**src/rtl/apb_timer_pkg.sv**
```systemverilog
// Shared constants for the APB timer: register byte offsets and control/status
// bit positions.
package apb_timer_pkg;

  localparam logic [7:0] REG_CTRL   = 8'h00;
  localparam logic [7:0] REG_PSC    = 8'h04;
  localparam logic [7:0] REG_ARR    = 8'h08;
  localparam logic [7:0] REG_CNT    = 8'h0C;
  localparam logic [7:0] REG_STATUS = 8'h10;

  localparam int CTRL_EN    = 0;
  localparam int CTRL_CLR   = 1;
  localparam int CTRL_IE    = 2;
  localparam int STATUS_OVF = 0;

  localparam int PSC_W = 16;

endpackage

```
**src/rtl/timer_prescaler.sv**
```systemverilog
// Prescale counter: counts enabled cycles and emits a one-cycle tick each time
// the count reaches the programmed divider, then restarts from zero.
module timer_prescaler
  import apb_timer_pkg::*;
(
  input  logic             PCLK,
  input  logic             PRESET,
  input  logic             en,
  input  logic             clr,
  input  logic [PSC_W-1:0] psc,
  output logic             tick
);

  logic [PSC_W-1:0] count;

  assign tick = en && (count == psc);

  // Clear has priority over counting so a CLR write always restarts the period.
  always_ff @(posedge PCLK) begin
    if (PRESET) begin
      count <= '0;
    end else if (clr) begin
      count <= '0;
    end else if (en) begin
      if (tick) count <= '0;
      else      count <= count + 1'b1;
    end
  end

endmodule

```
**src/rtl/apb_timer.sv**
```systemverilog
// APB slave timer: prescaled up-counter with auto-reload value, sticky overflow
// flag and a level interrupt gated by the interrupt enable.
module apb_timer
  import apb_timer_pkg::*;
#(
  parameter int ADDR_W = 5
) (
  input  logic              PCLK,
  input  logic              PRESET,
  input  logic [ADDR_W-1:0] PADDR,
  input  logic              PSEL,
  input  logic              PENABLE,
  input  logic              PWRITE,
  input  logic [31:0]       PWDATA,
  output logic [31:0]       PRDATA,
  output logic              PREADY,
  output logic              irq
);

  logic             ctrlEn;
  logic             ctrlIe;
  logic [PSC_W-1:0] psc;
  logic [31:0]      arr;
  logic [31:0]      cnt;
  logic             ovf;

  logic              access;
  logic              wrAccess;
  logic              rdAccess;
  logic [ADDR_W-1:0] regAddr;
  logic              selCtrl;
  logic              selPsc;
  logic              selArr;
  logic              selCnt;
  logic              selStatus;
  logic              clr;
  logic              tick;
  logic              wrap;

  assign access   = PSEL & PENABLE;
  assign wrAccess = access & PWRITE;
  assign rdAccess = access & ~PWRITE;
  assign PREADY   = access;

  // Byte-lane bits are dropped so any address within a word hits that register.
  assign regAddr   = {PADDR[ADDR_W-1:2], 2'b00};
  assign selCtrl   = (regAddr == ADDR_W'(REG_CTRL));
  assign selPsc    = (regAddr == ADDR_W'(REG_PSC));
  assign selArr    = (regAddr == ADDR_W'(REG_ARR));
  assign selCnt    = (regAddr == ADDR_W'(REG_CNT));
  assign selStatus = (regAddr == ADDR_W'(REG_STATUS));

  assign clr  = wrAccess & selCtrl & PWDATA[CTRL_CLR];
  assign wrap = (cnt >= arr);

  timer_prescaler prescaler (
    .PCLK   (PCLK),
    .PRESET (PRESET),
    .en     (ctrlEn),
    .clr    (clr),
    .psc    (psc),
    .tick   (tick)
  );

  // A tick overflow beats a same-cycle W1C, and a CLR suppresses the overflow.
  always_ff @(posedge PCLK) begin
    if (PRESET) begin
      ctrlEn <= 1'b0;
      ctrlIe <= 1'b0;
      psc    <= '0;
      arr    <= '0;
      cnt    <= '0;
      ovf    <= 1'b0;
    end else begin
      if (wrAccess && selCtrl) begin
        ctrlEn <= PWDATA[CTRL_EN];
        ctrlIe <= PWDATA[CTRL_IE];
      end
      if (wrAccess && selPsc) psc <= PWDATA[PSC_W-1:0];
      if (wrAccess && selArr) arr <= PWDATA;

      if (clr)       cnt <= '0;
      else if (tick) cnt <= wrap ? 32'd0 : cnt + 32'd1;

      if (tick && !clr && wrap)                            ovf <= 1'b1;
      else if (wrAccess && selStatus && PWDATA[STATUS_OVF]) ovf <= 1'b0;
    end
  end

  assign irq = ovf & ctrlIe;

  always_comb begin
    PRDATA = 32'h0;
    if (rdAccess) begin
      if (selCtrl) begin
        PRDATA[CTRL_EN] = ctrlEn;
        PRDATA[CTRL_IE] = ctrlIe;
      end else if (selPsc) begin
        PRDATA[PSC_W-1:0] = psc;
      end else if (selArr) begin
        PRDATA = arr;
      end else if (selCnt) begin
        PRDATA = cnt;
      end else if (selStatus) begin
        PRDATA[STATUS_OVF] = ovf;
      end
    end
  end

endmodule
```
**config.mk**
```make
export PLATFORM = sky130hd
export DESIGN_NAME = apb_timer
export DESIGN_NICKNAME = d
export VERILOG_FILES = /design/src/rtl/apb_timer_pkg.sv /design/src/rtl/timer_prescaler.sv /design/src/rtl/apb_timer.sv
export SDC_FILE = /design/constraint.sdc
export NUM_CORES = 1
export LEC_CHECK = 0
export CORE_MARGIN = 1.5
export CORE_UTILIZATION = 25
export CTS_BUF_LIST = sky130_fd_sc_hd__clkbuf_4
export CTS_CLUSTER_DIAMETER = 40
export DETAILED_ROUTE_END_ITERATION = 16
export HOLD_SLACK_MARGIN = 0.05
export MAX_ROUTING_LAYER = met4
export SLEW_MARGIN = 20
export SYNTH_ARGS = -nofsm -noshare
export SYNTH_HDL_FRONTEND = slang
export SYNTH_SLANG_ARGS = --single-unit
```
**constraint.sdc**
```tcl
create_clock -name PCLK -period 2.25 [get_ports PCLK]
set_input_delay 0.5625 -clock PCLK [delete_from_list [all_inputs] [get_ports PCLK]]
set_output_delay 0.5625 -clock PCLK [all_outputs]
set_load 0.1 [all_outputs]
```
==> flow_summary.toml <==
[sta]
period_share_pct = 112
worstMarginPinSlew_ns = 0.580
rsz0062_at_grt = "true"
setup_viol = 54
relSlewSlack_pct = 61.4
clock_skew_ns = 0.0276
hold_viol = 0
slew_viol_final = 0
fin_ws_ns = -0.268
holdWs_ns = 0.464
period_needed_ns = 2.52
fmax_ghz = 0.397

[synth]
ys_seq_area_share_pct = 35.1
synth_edf_count = 0
synthArstFlopShare_pct = 0
synthAdderAreaFrac_pct = 7.53
syn_area_per_cell_um2 = 7.55
synth_area_leaders = "dfxtp_1 (35%), nand2_1 (9.8%), a21oi_1 (8.4%)"
synthSimpleGateAreaFrac_pct = 26.4
synth_compound_area_share_pct = 17.6
synth_top_area_share_pct = 35.1
synth_top_family_by_area = "simple AND/OR/NAND/NOR gates"
yosys.area.top_type = "dfxtp_1"
synth_cell_types = 53
ys_seq_elements = 99
syn-num-nets = 825
netlist_instances = 749
synth_warnings = 0
yosys.area_share.xor_xnor_pct = 6.51
synth.area.mux_share_pct = 1.33
synth_ff_type = "dfxtp_1"
syn_area_um2 = 5650

[final_layout]
final_cells = 1169
drive_gt1_share_pct = 28.5
nets = 961
fillers = 2186
syn_to_final_growth_pct = 51.5

[outcome]
outcome = "finished, violations left"
violations = "negative setup slack"

[placed_design]
gp_congestion = 0.804
io_buffers = 73
placed_cells = 1142
hpwl_um = 13000

[global_route]
grtUsageTotal_pct = 15.5
grt_max_degree = 53
grt_pass1_vias = 5414
grt_pass1_wl_um = 28100
antenna_found_initial = 1
overflow = 0

[drt]
avgRoutedWirePerCell_um = 14.7
drt_iter0_drc = 222
totalWireLength_um = 17200
num_vias = 5584
drc = 0
ant_nets = 0
vias_per_cell = 4.78
firstDrtPassIters = 4

[power]
p_total_w = 0.00314
ir_worst_vdd_mv = 0.208
cellPowerDensity_nw_per_um2 = 366
p_leak_nw = 2.88

[floorplanning]
die-area_um2 = 23500
dieHeight_um = 153
coreArea_um2 = 22000
ios = 76
num_rows = 54
die_w_um = 153
start_util_pct = 25.7

[setup_path]
crit_arrival_ns = 1.96
critPathLaunchType = "flop"
cp_max_fo = 2
cp.required_ns = 1.69
worst-setup-path-type = "reg -> out"
cp-end-kind = "output port"

[cts]
clock-root-buffer = "clkbuf_4"
clk_pin_slew_ns = 0.16
htreeDepth = 3
clockBufferDepth = 2
cts_tree = "done"
clk_latency_ns = 0.50
cts.sinks = 99
hold_buffers = 0
cts-buffers-inserted = 9

[flow_run]
max-cap-violations = 0

[min_path]
hp-class = "reg -> reg"
[cell usage after synthesis (2+ instances only)]
master / n
mux2i_1: 3
nand4_1: 23
xor2_1: 23
inv_1: 38
ha_1: 34
and2_1: 3
and3_1: 8
nand2_2: 2
or4_1: 4
dfxtp_1: 99
nand2b_1: 4
a21oi_1: 95
or3_1: 17
mux4_2: 2
nand3_1: 26
a21o_1: 5
o21ai_0: 48
and4_1: 4
buf_2: 12
a22oi_1: 16
nor2b_1: 2
o21a_1: 2
nor2_1: 56
o31ai_1: 3
nand2_1: 147
nor3_1: 3
xnor2_1: 19
clkbuf_1: 26
[logic make-up after synthesis]
logic type	count (synthesis)
compound gates	179
xor+xnor	42
fa+ha+maj	34
buf+inv	78
flops	99
mux	5
simple gates	312
[timing repair]
action	CTS	global route
buffers inserted	6	1
endpoints found under the hold margin	0	0
setup endpoints to repair	66	65
gates cloned	5	0
gates resized for setup	95	39
pin swaps	12	19
[cell type report]
type	count	area, um2	area share [%]
flip-flops and latches	99	1990	23.2
clock inverters	5	65.1	0.760
inverters	38	149	1.74
diodes	1	2.50	0.0292
clock buffers	9	67.6	0.789
well taps	280	350	4.09
repair buffers	165	1960	22.9
multi-input cells	572	3980	46.5
[state kept, by name, summed over array words and instances (netlist names)]
register,count
arr,32
cnt,32
prescaler.count,16
psc,16
ctrlEn,1
ctrlIe,1
ovf,1
[where the power goes]
| part | total [W] | leakage [nW] | internal (W) | switching, W |
|---|---|---|---|---|
| registers | 0.00177 | 0.800 | 0.00176 | 0.00000555 |
| logic | 0.000396 | 2.01 | 0.000186 | 0.000210 |
| clock network | 0.000975 | 0.0660 | 0.000335 | 0.000640 |
[worst max-delay path: stages, from the launching register on]
cell and delay [ns]:
dfxtp_2 0.36, buf_6 0.12, mux4_2 0.45, nor2b_4 0.14, a31oi_4 0.16, nor3_4 0.06
buf_12 0.16
[routing by layer]
metal / vias up / GRT usage (%) / wire length, um
met2: 76 / 25.8 / 8650
met3: 19 / 2.72 / 510
li1: 2860 / - / -
met1: 2629 / 19.3 / 7820
met4: 0 / 4.58 / 246
met5: - / - / 0
[final timing paths]
check	start	end	slack, ns	cells after the start
max	cnt[0]$_SDFFE_PP0P_	PRDATA[0]	-0.27	6
min	arr[6]$_SDFFE_PP0P_	arr[6]$_SDFFE_PP0P_	0.46	2
max reg2reg	cnt[0]$_SDFFE_PP0P_	cnt[14]$_SDFFE_PP0P_	-0.24	13
min reg2reg	arr[6]$_SDFFE_PP0P_	arr[6]$_SDFFE_PP0P_	0.46	2
[cell usage in the layout (no fill, tap or decap), types with 3 or more instances in the layout]
master,instances
a21oi_2,18
a22oi_2,10
dfxtp_1,94
ha_1,33
inv_1,36
clkbuf_4,9
and3_1,8
nand2_1,146
buf_6,7
nand4_1,23
clkdlybuf4s50_1,32
a21o_1,5
a21oi_4,15
buf_8,3
clkinvlp_4,3
buf_12,40
o31ai_1,3
or3_1,17
buf_16,5
buf_4,76
a22oi_1,6
nand3_1,26
xor2_1,23
nor2_2,8
a21oi_1,63
nor2_1,27
and2_1,3
nand2b_1,3
dfxtp_2,5
nor2_4,22
mux2i_1,3
and4_1,4
o21ai_0,36
or4_1,3
o21ai_1,11
xnor2_1,19
[through the flow]
step,utilization (%),setup slack (ns),setup TNS [ns],area (um2)
after floorplan,-,-0.386,-10.59,6020
after CTS,38.4,-0.290,-6.12,8450
after global placement,35.7,-0.639,-40.22,7870
final,38.9,-0.268,-8.56,8560
after detailed placement,35.7,-0.658,-41.64,7870
after global routing,38.9,-0.342,-12.47,8560
Power figures use the tool's default switching activity.
